--- config.mk ---
export PLATFORM = sky130hd
export DESIGN_NAME = friet_c_lwc_stream_arbiter
export DESIGN_NICKNAME = d
export VERILOG_FILES = /design/src/rtl/friet_c_lwc_pkg.sv /design/src/rtl/friet_c_lwc_rr_pick.sv /design/src/rtl/friet_c_lwc_stream_arbiter.sv
export SDC_FILE = /design/constraint.sdc
export NUM_CORES = 1
export LEC_CHECK = 0
export BUFFER_PORTS_ARGS = -buffer_cell sky130_fd_sc_hd__clkbuf_2
export CORE_MARGIN = 1
export CORE_UTILIZATION = 35
export DETAILED_ROUTE_END_ITERATION = 8
export GPL_ROUTABILITY_DRIVEN = 1
export PLACE_DENSITY = 0.72
export REMOVE_ABC_BUFFERS = 1
export SLEW_MARGIN = 20
export SYNTH_ARGS = -nofsm -noshare
export SYNTH_HDL_FRONTEND = slang
export SYNTH_SLANG_ARGS = --single-unit
export TNS_END_PERCENT = 100
--- constraint.sdc ---
create_clock -name clk -period 3.27 [get_ports clk]
set_clock_uncertainty 0.05 [all_clocks]
set_input_delay 0.1635 -clock clk [delete_from_list [all_inputs] [get_ports clk]]
set_output_delay 0.1635 -clock clk [all_outputs]
set_load 0.02 [all_outputs]
--- src/rtl/friet_c_lwc_pkg.sv ---
// Shared types and constants for the FRIET-C LWC input-side stream blocks.
package friet_c_lwc_pkg;

    localparam int C_WIDTH     = 32;
    localparam int C_LEN_WIDTH = 16;

    typedef enum logic [1:0] {
        S_IDLE    = 2'd0,
        S_HEADER  = 2'd1,
        S_PAYLOAD = 2'd2
    } arb_state_t;

    localparam logic SRC_PDI = 1'b0;
    localparam logic SRC_SDI = 1'b1;

endpackage

--- src/rtl/friet_c_lwc_rr_pick.sv ---
// Round-robin pick between two requesters: a tie goes to the side that did not win last.
// Purely combinational, no state.
module friet_c_lwc_rr_pick
    import friet_c_lwc_pkg::*;
(
    input  logic i_vld0,
    input  logic i_vld1,
    input  logic i_last_grant,
    output logic o_grant
);

    assign o_grant = (i_vld1 && (!i_vld0 || (i_last_grant == SRC_PDI))) ? SRC_SDI : SRC_PDI;

endmodule

--- src/rtl/friet_c_lwc_stream_arbiter.sv ---
// Packet-locked round-robin merge of PDI/SDI streams; one idle bubble per packet for arbitration,
// then zero-latency combinational pass-through with ready steered to the granted side only.
module friet_c_lwc_stream_arbiter
    import friet_c_lwc_pkg::*;
#(
    parameter int G_WIDTH     = C_WIDTH,
    parameter int G_LEN_WIDTH = C_LEN_WIDTH
) (
    input  logic               clk,
    input  logic               rst,
    input  logic [G_WIDTH-1:0] din0,
    input  logic               din0_valid,
    output logic               din0_ready,
    input  logic [G_WIDTH-1:0] din1,
    input  logic               din1_valid,
    output logic               din1_ready,
    output logic [G_WIDTH-1:0] dout,
    output logic               dout_valid,
    input  logic               dout_ready,
    output logic               dout_src,
    output logic               dout_last,
    output logic               busy
);

    localparam logic [G_LEN_WIDTH-1:0] C_ONE = {{(G_LEN_WIDTH-1){1'b0}}, 1'b1};

    arb_state_t             r_state, w_state_nxt;
    logic                   r_grant, w_grant_nxt;
    logic                   r_last_grant, w_last_grant_nxt;
    logic [G_LEN_WIDTH-1:0] r_count, w_count_nxt;

    logic [G_WIDTH-1:0]     w_sel_dat;
    logic                   w_sel_vld;
    logic                   w_active;
    logic                   w_xfer;
    logic                   w_pick;
    logic [G_LEN_WIDTH-1:0] w_len;

    friet_c_lwc_rr_pick u_rr_pick (
        .i_vld0       (din0_valid),
        .i_vld1       (din1_valid),
        .i_last_grant (r_last_grant),
        .o_grant      (w_pick)
    );

    assign w_sel_dat = (r_grant == SRC_SDI) ? din1 : din0;
    assign w_sel_vld = (r_grant == SRC_SDI) ? din1_valid : din0_valid;
    assign w_len     = w_sel_dat[G_LEN_WIDTH-1:0];

    // Reset overrides the handshake outputs so nothing can complete in a reset cycle.
    assign w_active  = !rst && ((r_state == S_HEADER) || (r_state == S_PAYLOAD));

    assign dout       = w_sel_dat;
    assign dout_valid = w_active && w_sel_vld;
    assign dout_src   = r_grant;
    assign din0_ready = w_active && (r_grant == SRC_PDI) && dout_ready;
    assign din1_ready = w_active && (r_grant == SRC_SDI) && dout_ready;
    assign w_xfer     = dout_valid && dout_ready;
    assign busy       = (r_state != S_IDLE);

    always_comb begin
        w_state_nxt      = r_state;
        w_grant_nxt      = r_grant;
        w_last_grant_nxt = r_last_grant;
        w_count_nxt      = r_count;
        dout_last        = 1'b0;
        case (r_state)
            S_IDLE: begin
                if (din0_valid || din1_valid) begin
                    w_grant_nxt = w_pick;
                    w_state_nxt = S_HEADER;
                end
            end
            S_HEADER: begin
                dout_last = (w_len == '0);
                if (w_xfer) begin
                    if (w_len == '0) begin
                        w_last_grant_nxt = r_grant;
                        w_state_nxt      = S_IDLE;
                    end else begin
                        w_count_nxt = w_len;
                        w_state_nxt = S_PAYLOAD;
                    end
                end
            end
            S_PAYLOAD: begin
                // Exits at one, so the counter never has to wrap through zero.
                dout_last = (r_count == C_ONE);
                if (w_xfer) begin
                    if (r_count == C_ONE) begin
                        w_last_grant_nxt = r_grant;
                        w_state_nxt      = S_IDLE;
                    end else begin
                        w_count_nxt = r_count - C_ONE;
                    end
                end
            end
            default: w_state_nxt = S_IDLE;
        endcase
    end

    always_ff @(posedge clk) begin
        if (rst) begin
            r_state      <= S_IDLE;
            r_grant      <= SRC_PDI;
            r_last_grant <= SRC_SDI;
            r_count      <= '0;
        end else begin
            r_state      <= w_state_nxt;
            r_grant      <= w_grant_nxt;
            r_last_grant <= w_last_grant_nxt;
            r_count      <= w_count_nxt;
        end
    end

endmodule

==> results of run 1 <==
## cells by family (layout without fill, tap and decap cells)
family	Yosys count	count (layout)	synth area share
flip-flops	20	20	0.210
multiplexers	35	35	0.206
adder cells (fa/ha/maj)	5	5	0.0329
AND/OR/NAND/NOR	83	83	0.237
AO/OA/AOI/OAI	69	69	0.265
buffers and inverters	23	123	0.0499
## per-layer routing
metal | global-route usage | vias to the layer above
met1 | 0.257 | 1073
met3 | 0.0370 | 11
met4 | 0.0885 | 0
met2 | 0.382 | 100
li1 | - | 1118
met5 | 0 | -
## state kept, by name, indices dropped and copies added (netlist names)
signal and flops:
dout_src 1, r_count 16, r_state 2, r_last_grant 1
## final cells by class
cell class / instances / share of cell area
Tap cell: 70 / 0.0342
Sequential cell: 20 / 0.156
Clock inverter: 1 / 0.0117
Clock buffer: 3 / 0.0161
Timing Repair Buffer: 110 / 0.219
Multi-Input combinational cell: 192 / 0.550
Inverter: 9 / 0.0132
## metrics by stage
stage | util | setup slack [ns] | hold WS (ns) | cells | total power [W]
final | 0.495 | 0.765 | 0.206 | 405 | 0.00222
after global routing | 0.495 | 0.497 | 0.238 | 405 | 0.00239
after CTS | 0.495 | 0.784 | 0.187 | 405 | 0.00220
after detailed placement | 0.482 | 0.780 | 0.445 | 401 | 0.00194
after global placement | 0.482 | 0.843 | 0.432 | 401 | 0.00191
after floorplan | - | 0.540 | 0.183 | 221 | 0.00151
## synthesized netlist by cell type, types with 2 or more instances
| library cell | n |
|---|---|
| a211oi_1 | 2 |
| a21oi_1 | 12 |
| a221oi_1 | 3 |
| a2bb2oi_1 | 2 |
| a31oi_1 | 2 |
| and2_1 | 3 |
| and3_1 | 2 |
| and4_1 | 2 |
| buf_1 | 2 |
| buf_2 | 4 |
| clkbuf_1 | 7 |
| dfxtp_1 | 20 |
| ha_1 | 5 |
| inv_1 | 8 |
| mux2_2 | 33 |
| mux2i_1 | 2 |
| nand2_1 | 23 |
| nand2b_1 | 3 |
| nand3_1 | 2 |
| nand4_1 | 2 |
| nor2_1 | 17 |
| nor3_1 | 9 |
| nor4_1 | 6 |
| nor4b_1 | 3 |
| o211ai_1 | 3 |
| o21ai_0 | 8 |
| o22ai_1 | 2 |
| o311ai_0 | 9 |
| o31a_1 | 3 |
| o31ai_1 | 8 |
| o32ai_1 | 3 |
## power breakdown
| part | switching (W) | internal (W) |
|---|---|---|
| Sequential | 0.000133 | 0.000353 |
| Combinational | 0.000896 | 0.000576 |
| Clock | 0.0000943 | 0.000164 |
| Total | 0.00112 | 0.00109 |
## final timing paths
check	to	slack (ns)	cells after the start
worst min register to register	r_state[1]$_SDFFE_PP0P_	0.45	2
worst min-delay path	dout_src$_SDFFE_PP0P_	0.21	3
worst max-delay path	r_count[5]$_SDFFE_PP0P_	0.77	7
worst max register to register	r_count[5]$_SDFFE_PP0P_	0.77	7
## worst max-delay path: cells and delay by family, from the launching register on
| family | cells | cell delay, ns |
|---|---|---|
| adders and majority gates | 1 | 0.49 |
| AOI/OAI and AO/OA | 1 | 0.27 |
| DFF | 1 | 0.31 |
| buffers and inverters | 1 | 0.10 |
| and+or+nand+nor | 4 | 1.20 |
==> impl_metrics.env, run 1 <==
export IMPL_yosys_area_top_type="dfxtp_1"
export IMPL_via_per_inst=5.68
export IMPL_wl_met2_mm=3.07
export IMPL_critPathLaunch="r_state[0]$_SDFFE_PP0P_"
export IMPL_outcome="finished, final reports clean"
export IMPL_setup_worst_path_start_class="flop"
export IMPL_ys_top_cells_by_area="dfxtp_1, mux2_2, nand2_1"
export IMPL_grt_overflow_total=0
export IMPL_worstSetupPathType="flop to flop"
export IMPL_min_period_over_period=0.766
export IMPL_clk_path_buf_depth=2
export IMPL_path_cells="inv_1 > ha_1 > nor4b_1 > nand4_1 > nand2_1 > nor2_1 > a311oi_1"
export IMPL_fmaxAchievable_mhz=399
export IMPL_final_cell_mix="clkbuf_2, mux2_2, nand2_1"
export IMPL_vias=2302
export IMPL_hp_class="input port to flop"
export IMPL_wl_mm=6.43
export IMPL_hpwlAfterDp_mm=5.00
export IMPL_ys_ff_latch=20
export IMPL_slew_violations=0
export IMPL_htree_levels=1
export IMPL_seqCellArea_sq_um=400
export IMPL_met3_wirelength_um=522
export IMPL_cp_max_fo=17
export IMPL_rsz0062_at_grt="no"
export IMPL_critPathRequiredTime_ns=3.41
export IMPL_power_leakage_nw=1.15
export IMPL_synth_edf_count=0
export IMPL_power_density_mw_per_mm2=865
export IMPL_fin_area_sq_mm=0.00256
export IMPL_netlist_area_leader_share=0.210
export IMPL_die_w_um=75.8
export IMPL_io_buffers=106
export IMPL_place_area_sq_mm=0.00249
export IMPL_critPathCaptureType="flop"
export IMPL_core_sq_mm=0.00517
export IMPL_ant_nets=0
export IMPL_hold_start="din1_valid"
export IMPL_die_h_um=75.8
export IMPL_setup_viol=0
export IMPL_routed_top_layer="met4"
export IMPL_drv_cap=0
export IMPL_grt_pass1_wl_mm=9.32
export IMPL_met1_length_mm=2.75
export IMPL_cts_sinks=20
export IMPL_drive_above_1_share=0.457
export IMPL_finalHoldViolations=0
export IMPL_arrival_ns=2.65
export IMPL_netlist_area_sq_mm=0.00190
export IMPL_grt_usage=0.216
export IMPL_synth_cells=235
export IMPL_clock_latency_ns=0.27
export IMPL_synth_flop_cell="dfxtp_1"
export IMPL_yosys_warnings=0
export IMPL_wire_per_inst_um=15.9
export IMPL_relSlewSlack=0.574
export IMPL_area_growth_pct=34.6
export IMPL_synth_cell_types=56
export IMPL_cp_slowest_cell="nand2_1"
export IMPL_cts_hold_fix_buffers=0
export IMPL_avgSynthCellArea_sq_um=8.10
export IMPL_grt_pass1_vias=2054
export IMPL_seq_area_frac_synth=0.210
export IMPL_cts_tree="yes"
export IMPL_firstDrtPassIters=4
export IMPL_start_util=0.368
export IMPL_numCtsBuffers=3
export IMPL_drt_iter0_markers=163
export IMPL_peakVddDrop_mv=0.362
export IMPL_cpPeakStageDelay_ns=0.50
export IMPL_multi_input_area_sq_mm=0.00141
export IMPL_fin_nets=410
export IMPL_r2r_start="r_state[0]$_SDFFE_PP0P_"
export IMPL_diodes=0
export IMPL_async_flop_share=0
export IMPL_fin_crit_ns=2.50
export IMPL_pin_count=107
export IMPL_cts_setup_buffers=0
export IMPL_root_buffer="clkbuf_8"
export IMPL_grt_max_degree=38
export IMPL_final_common_cell="clkbuf_2"
export IMPL_totalNegativeSetupSlack_ns=0
export IMPL_cts_resized=0
export IMPL_place_gp_congestion=0.883
export IMPL_fillerInstances=513
export IMPL_dieArea_sq_mm=0.00574
export IMPL_row_count=26
export IMPL_drc=0
export IMPL_clk_pin_slew_ns=0.09
export IMPL_worstMarginPinSlew_ns=0.630
export IMPL_antenna_found_initial=0
No activity file was read; power rests on OpenSTA's default activity.
==> run 2: changes to the inputs <==
Settings changed: PLACE_DENSITY 0.72 to 0.74.
Clock period 3.27 ns to 2.3 ns, I/O delays scaled along.
==> impl_metrics.env, run 2 (synthesized netlist as in run 1, its figures left out) <==
export IMPL_outcome="finished, final reports clean"
export IMPL_cp_max_fo=5
export IMPL_final_common_cell="clkbuf_2"
export IMPL_fin_crit_ns=2.17
export IMPL_power_leakage_nw=1.20
export IMPL_pin_count=107
export IMPL_r2r_end="r_count[14]$_SDFFE_PP0P_"
export IMPL_clk_pin_slew_ns=0.08
export IMPL_peakVddDrop_mv=0.542
export IMPL_hold_start="din1_valid"
export IMPL_regToRegSetupSlack_ns=0.16
export IMPL_drc=0
export IMPL_die_h_um=75.8
export IMPL_htree_levels=1
export IMPL_grt_overflow_total=0
export IMPL_hpwlAfterDp_mm=5.54
export IMPL_drt_iter0_markers=126
export IMPL_via_per_inst=5.77
export IMPL_clock_latency_ns=0.27
export IMPL_min_period_over_period=0.943
export IMPL_cts_sinks=20
export IMPL_relSlewSlack=0.644
export IMPL_fillerInstances=494
export IMPL_place_gp_congestion=0.851
export IMPL_fin_nets=421
export IMPL_io_buffers=106
export IMPL_top_regs="r_count: 16 flops, r_state: 2 flops"
export IMPL_power_total_w=0.00323
export IMPL_ant_nets=0
export IMPL_wl_mm=6.98
export IMPL_grt_usage=0.236
export IMPL_worstSetupPathType="flop to primary output"
export IMPL_fmaxAchievable_mhz=461
export IMPL_setup_viol=0
export IMPL_cts_hold_fix_buffers=0
export IMPL_regMostFlops="r_count"
export IMPL_power_density_mw_per_mm2=1220
export IMPL_root_buffer="clkbuf_8"
export IMPL_row_count=26
export IMPL_r2r_start="r_count[0]$_SDFFE_PP0P_"
export IMPL_drv_cap=0
export IMPL_core_sq_mm=0.00517
export IMPL_vias=2400
export IMPL_critPathCaptureType="primary output"
export IMPL_arrival_ns=2.00
export IMPL_die_w_um=75.8
export IMPL_setup_ws_ns=0.132
export IMPL_grt_pass1_wl_mm=10.2
export IMPL_ff2ff_path_depth=8
export IMPL_critPathRequiredTime_ns=2.13
export IMPL_area_growth_pct=39.2
export IMPL_clk_path_buf_depth=2
export IMPL_setup_worst_path_start_class="flop"
export IMPL_final_cell_mix="clkbuf_2, mux2_2, nand2_1"
export IMPL_worstMarginPinSlew_ns=0.534
export IMPL_totalNegativeSetupSlack_ns=0
export IMPL_cts_tree="yes"
export IMPL_start_util=0.368
export IMPL_drive_above_1_share=0.486
export IMPL_wire_per_inst_um=16.8
export IMPL_hold_end="dout_src$_SDFFE_PP0P_"
export IMPL_cts_resized=0
export IMPL_worstHoldPathCells=3
export IMPL_firstDrtPassIters=4
export IMPL_largest_register_ffs=16
export IMPL_pre_cts_slack_ns=0.112
export IMPL_diodes=0
export IMPL_hp_class="input port to flop"
export IMPL_numCtsBuffers=3
export IMPL_grt_max_degree=27
export IMPL_grt_pass1_vias=2201
export IMPL_antenna_found_initial=0
export IMPL_dieArea_sq_mm=0.00574
export IMPL_cts_setup_buffers=0
export IMPL_slew_violations=0
export IMPL_finalHoldViolations=0
run 2: where the power goes:
| part | internal (W) | leakage, nW | switching (W) |
|---|---|---|---|
| Clock | 0.000153 | 0.0288 | 0.000127 |
| Sequential | 0.000503 | 0.164 | 0.000220 |
| Combinational | 0.000944 | 1.01 | 0.00129 |
| Total | 0.00160 | 1.20 | 0.00163 |
run 2: how the worst max path moves through the flow:
stage / from / to / slack, ns / cells after the start
floorplan: dout_src$_SDFFE_PP0P_ / r_count[1]$_SDFFE_PP0P_ / -0.43 / 5
global placement: r_count[1]$_SDFFE_PP0P_ / r_state[1]$_SDFFE_PP0P_ / 0.21 / 7
detailed placement: r_state[1]$_SDFFE_PP0P_ / r_count[14]$_SDFFE_PP0P_ / 0.11 / 8
CTS: r_count[1]$_SDFFE_PP0P_ / dout_last / 0.002 / 7
global route: r_state[1]$_SDFFE_PP0P_ / r_count[14]$_SDFFE_PP0P_ / -0.001 / 8
finish: r_state[0]$_SDFFE_PP0P_ / dout_last / 0.13 / 7
run 2: final cells by class:
cell class / instances / area, sq um / area share
multi-input cells: 192 / 1430 / 0.539
flip-flops and latches: 20 / 402 / 0.152
well taps: 70 / 87.6 / 0.0331
clock buffers: 4 / 55.1 / 0.0208
repair buffers: 121 / 643 / 0.243
inverters: 9 / 33.8 / 0.0127
run 2: layer usage:
metal / GRT usage / wire, um / vias up
met4: 0.105 / 204 / 0
li1: - / - / 1138
met1: 0.269 / 2810 / 1126
met5: 0 / 0 / -
met2: 0.439 / 3510 / 115
met3: 0.0278 / 455 / 21
run 2: metrics by stage:
| stage | hold WS, ns | std cells | util | instance area (sq um) |
|---|---|---|---|---|
| after global routing | 0.186 | 416 | 0.512 | 2650 |
| after CTS | 0.134 | 416 | 0.508 | 2630 |
| after global placement | 0.400 | 412 | 0.498 | 2570 |
| after detailed placement | 0.409 | 412 | 0.498 | 2570 |
| final | 0.137 | 416 | 0.512 | 2650 |
| after floorplan | 0.134 | 221 | - | 1840 |
run 2: worst max-delay path, cell delays in order (launching register included):
cell	delay, ns
dfxtp_1	0.32
inv_1	0.10
ha_2	0.24
nor4b_1	0.26
nand4_1	0.20
buf_4	0.22
a21boi_1	0.18
clkbuf_2	0.21
==> run 3: changes to the inputs <==
Settings changed: ABC_AREA set to 1, PLACE_DENSITY 0.74 to 0.73.
==> impl_metrics.env, run 3 <==
export IMPL_min_period_over_period=0.922
export IMPL_seq_area_frac_synth=0.189
export IMPL_top_regs="r_count: 16 flops, r_state: 2 flops"
export IMPL_firstDrtPassIters=4
export IMPL_yosys_warnings=0
export IMPL_clk_pin_slew_ns=0.08
export IMPL_die_h_um=79.7
export IMPL_synth_flop_cell="dfxtp_1"
export IMPL_row_count=27
export IMPL_drt_iter0_markers=185
export IMPL_outcome="finished, final reports clean"
export IMPL_fin_area_sq_mm=0.00275
export IMPL_antenna_found_initial=0
export IMPL_start_util=0.372
export IMPL_grt_pass1_wl_mm=10.5
export IMPL_ys_ff_latch=20
export IMPL_power_leakage_nw=1.61
export IMPL_vias=2673
export IMPL_ys_top_cells_by_area="nand2_1, dfxtp_1, nor2_1"
export IMPL_hpwlAfterDp_mm=5.01
export IMPL_async_flop_share=0
export IMPL_setup_ws_ns=0.180
export IMPL_cts_tree="yes"
export IMPL_htree_levels=1
export IMPL_via_per_inst=4.73
export IMPL_final_common_cell="nand2_1"
export IMPL_slew_violations=0
export IMPL_die_w_um=79.7
export IMPL_place_area_sq_mm=0.00268
export IMPL_fin_nets=569
export IMPL_seqPwrFrac=0.194
export IMPL_fillerInstances=611
export IMPL_fin_crit_ns=2.12
export IMPL_avgSynthCellArea_sq_um=5.39
export IMPL_fmaxAchievable_mhz=472
export IMPL_fin_util=0.485
export IMPL_synth_xor_area_frac=0.0166
export IMPL_numCtsBuffers=3
export IMPL_cp_max_fo=34
export IMPL_hp_class="input port to flop"
export IMPL_setup_worst_path_start_class="flop"
export IMPL_p_sw_frac=0.555
export IMPL_drv_cap=0
export IMPL_finalHoldViolations=0
export IMPL_clock_latency_ns=0.26
export IMPL_regMostFlops="r_count"
export IMPL_grt_pass1_vias=2401
export IMPL_arrival_ns=1.96
export IMPL_rsz0062_at_grt="no"
export IMPL_synth_top_family_by_area="simple AND/OR/NAND/NOR gates"
export IMPL_grt_usage=0.204
export IMPL_yosys_area_top_type="nand2_1"
export IMPL_final_cell_mix="nand2_1, clkbuf_2, nor2_1"
export IMPL_root_buffer="clkbuf_8"
export IMPL_dieArea_sq_mm=0.00635
export IMPL_worstMarginPinSlew_ns=0.534
export IMPL_drive_above_1_share=0.290
export IMPL_synthMuxAreaShare=0
export IMPL_netlist_area_sq_mm=0.00211
export IMPL_grt_max_degree=38
export IMPL_core_sq_mm=0.00568
export IMPL_setup_viol=0
export IMPL_netlist_area_leader_share=0.304
export IMPL_critPathCaptureType="primary output"
export IMPL_totalNegativeSetupSlack_ns=0
export IMPL_synth_adder_area_share=0.0296
export IMPL_cts_hold_fix_buffers=0
export IMPL_largest_register_ffs=16
export IMPL_ys_top_cells_by_count="nand2_1, nor2_1, inv_1, dfxtp_1, nand3_1"
export IMPL_area_growth_pct=30.1
export IMPL_synth_edf_count=0
export IMPL_synth_compound_gate_area_share=0.0586
export IMPL_p_int_w=0.00120
export IMPL_worstSetupPathType="flop to primary output"
export IMPL_peakVddDrop_mv=0.556
export IMPL_synth_most_common_cell="nand2_1"
export IMPL_synth_cells=392
export IMPL_grt_overflow_total=0
export IMPL_critPathRequiredTime_ns=2.13
export IMPL_place_gp_congestion=0.912
export IMPL_drc=0
export IMPL_ant_nets=0
export IMPL_synth_cell_types=31
export IMPL_pin_count=107
export IMPL_switching_power_w=0.00150
export IMPL_yosys_area_share_simple=0.597
export IMPL_clockPowerShare=0.090
export IMPL_wire_per_inst_um=11.4
export IMPL_clk_path_buf_depth=2
export IMPL_relSlewSlack=0.642
export IMPL_wl_mm=6.42
export IMPL_power_density_mw_per_mm2=984
export IMPL_diodes=0
export IMPL_power_frac_comb=0.716
export IMPL_pre_cts_slack_ns=0.148
export IMPL_cts_sinks=20
export IMPL_io_buffers=106
-- run 3: worst max-delay path, cell delays in order (launching register included) --
cell      delay [ns]
dfxtp_2         0.39
inv_6           0.12
nand2_1         0.08
nand2_1         0.10
nor2_1          0.11
nand2_1         0.12
nor2_2          0.20
nand3_4         0.17
a21oi_1         0.18
clkbuf_2        0.19
-- run 3: stage by stage --
step	cells	hold slack, ns	total power, W
floorplan	379	0.134	0.00189
global placement	560	0.319	0.00236
detailed placement	560	0.316	0.00240
CTS	563	0.0349	0.00265
global route	565	0.0528	0.00298
finish	565	0.0473	0.00271
-- run 3: kinds of logic (layout without fill, tap and decap cells) --
logic type / after synthesis / in the layout
buffers and inverters: 49 / 149
AOI/OAI and AO/OA: 22 / 22
DFF: 20 / 20
adders and majority gates: 5 / 5
and+or+nand+nor: 292 / 293
xor gates and xnor gates: 4 / 4
-- run 3: final cells by class --
class,count,area [sq um],area share
Multi-Input combinational cell,324,1500,0.547
Timing Repair Buffer,110,573,0.208
Sequential cell,20,402,0.146
Inverter,36,140,0.0510
Tap cell,72,90.1,0.0328
Clock buffer,3,41.3,0.0150
-- run 3: path summary, 6_finish.rpt --
kind / from / end / cells past startpoint / slack [ns]
hold reg to reg: r_last_grant$_SDFFE_PP1P_ / r_last_grant$_SDFFE_PP1P_ / 2 / 0.44
setup / recovery: dout_src$_SDFFE_PP0P_ / dout_last / 9 / 0.18
hold / removal: rst / r_state[0]$_SDFFE_PP0P_ / 2 / 0.05
setup reg to reg: r_state[0]$_SDFFE_PP0P_ / r_count[10]$_SDFFE_PP0P_ / 7 / 0.27
-- run 3: layer usage --
metal | share of wire | up-vias | global-route usage
li1 | - | 1411 | -
met4 | 0.0083 | 0 | 0.0273
met5 | 0 | - | 0
met2 | 0.49 | 85 | 0.382
met3 | 0.055 | 6 | 0.0309
met1 | 0.44 | 1171 | 0.248
-- run 3: power groups by stage --
stage / clock (W) / combinational [W] / sequential, W
detailed placement: 0 / 0.00187 / 0.000530
CTS: 0.000247 / 0.00188 / 0.000522
finish: 0.000243 / 0.00194 / 0.000526
global placement: 0 / 0.00183 / 0.000527
floorplan: 0 / 0.00136 / 0.000530
global route: 0.000263 / 0.00218 / 0.000540
-- run 3: timing repair --
| item | 4_1_cts | 5_1_grt |
|---|---|---|
| setup buffers | 0 | 1 |
| endpoints found under the setup margin | 0 | 17 |
| resized for setup | 0 | 4 |
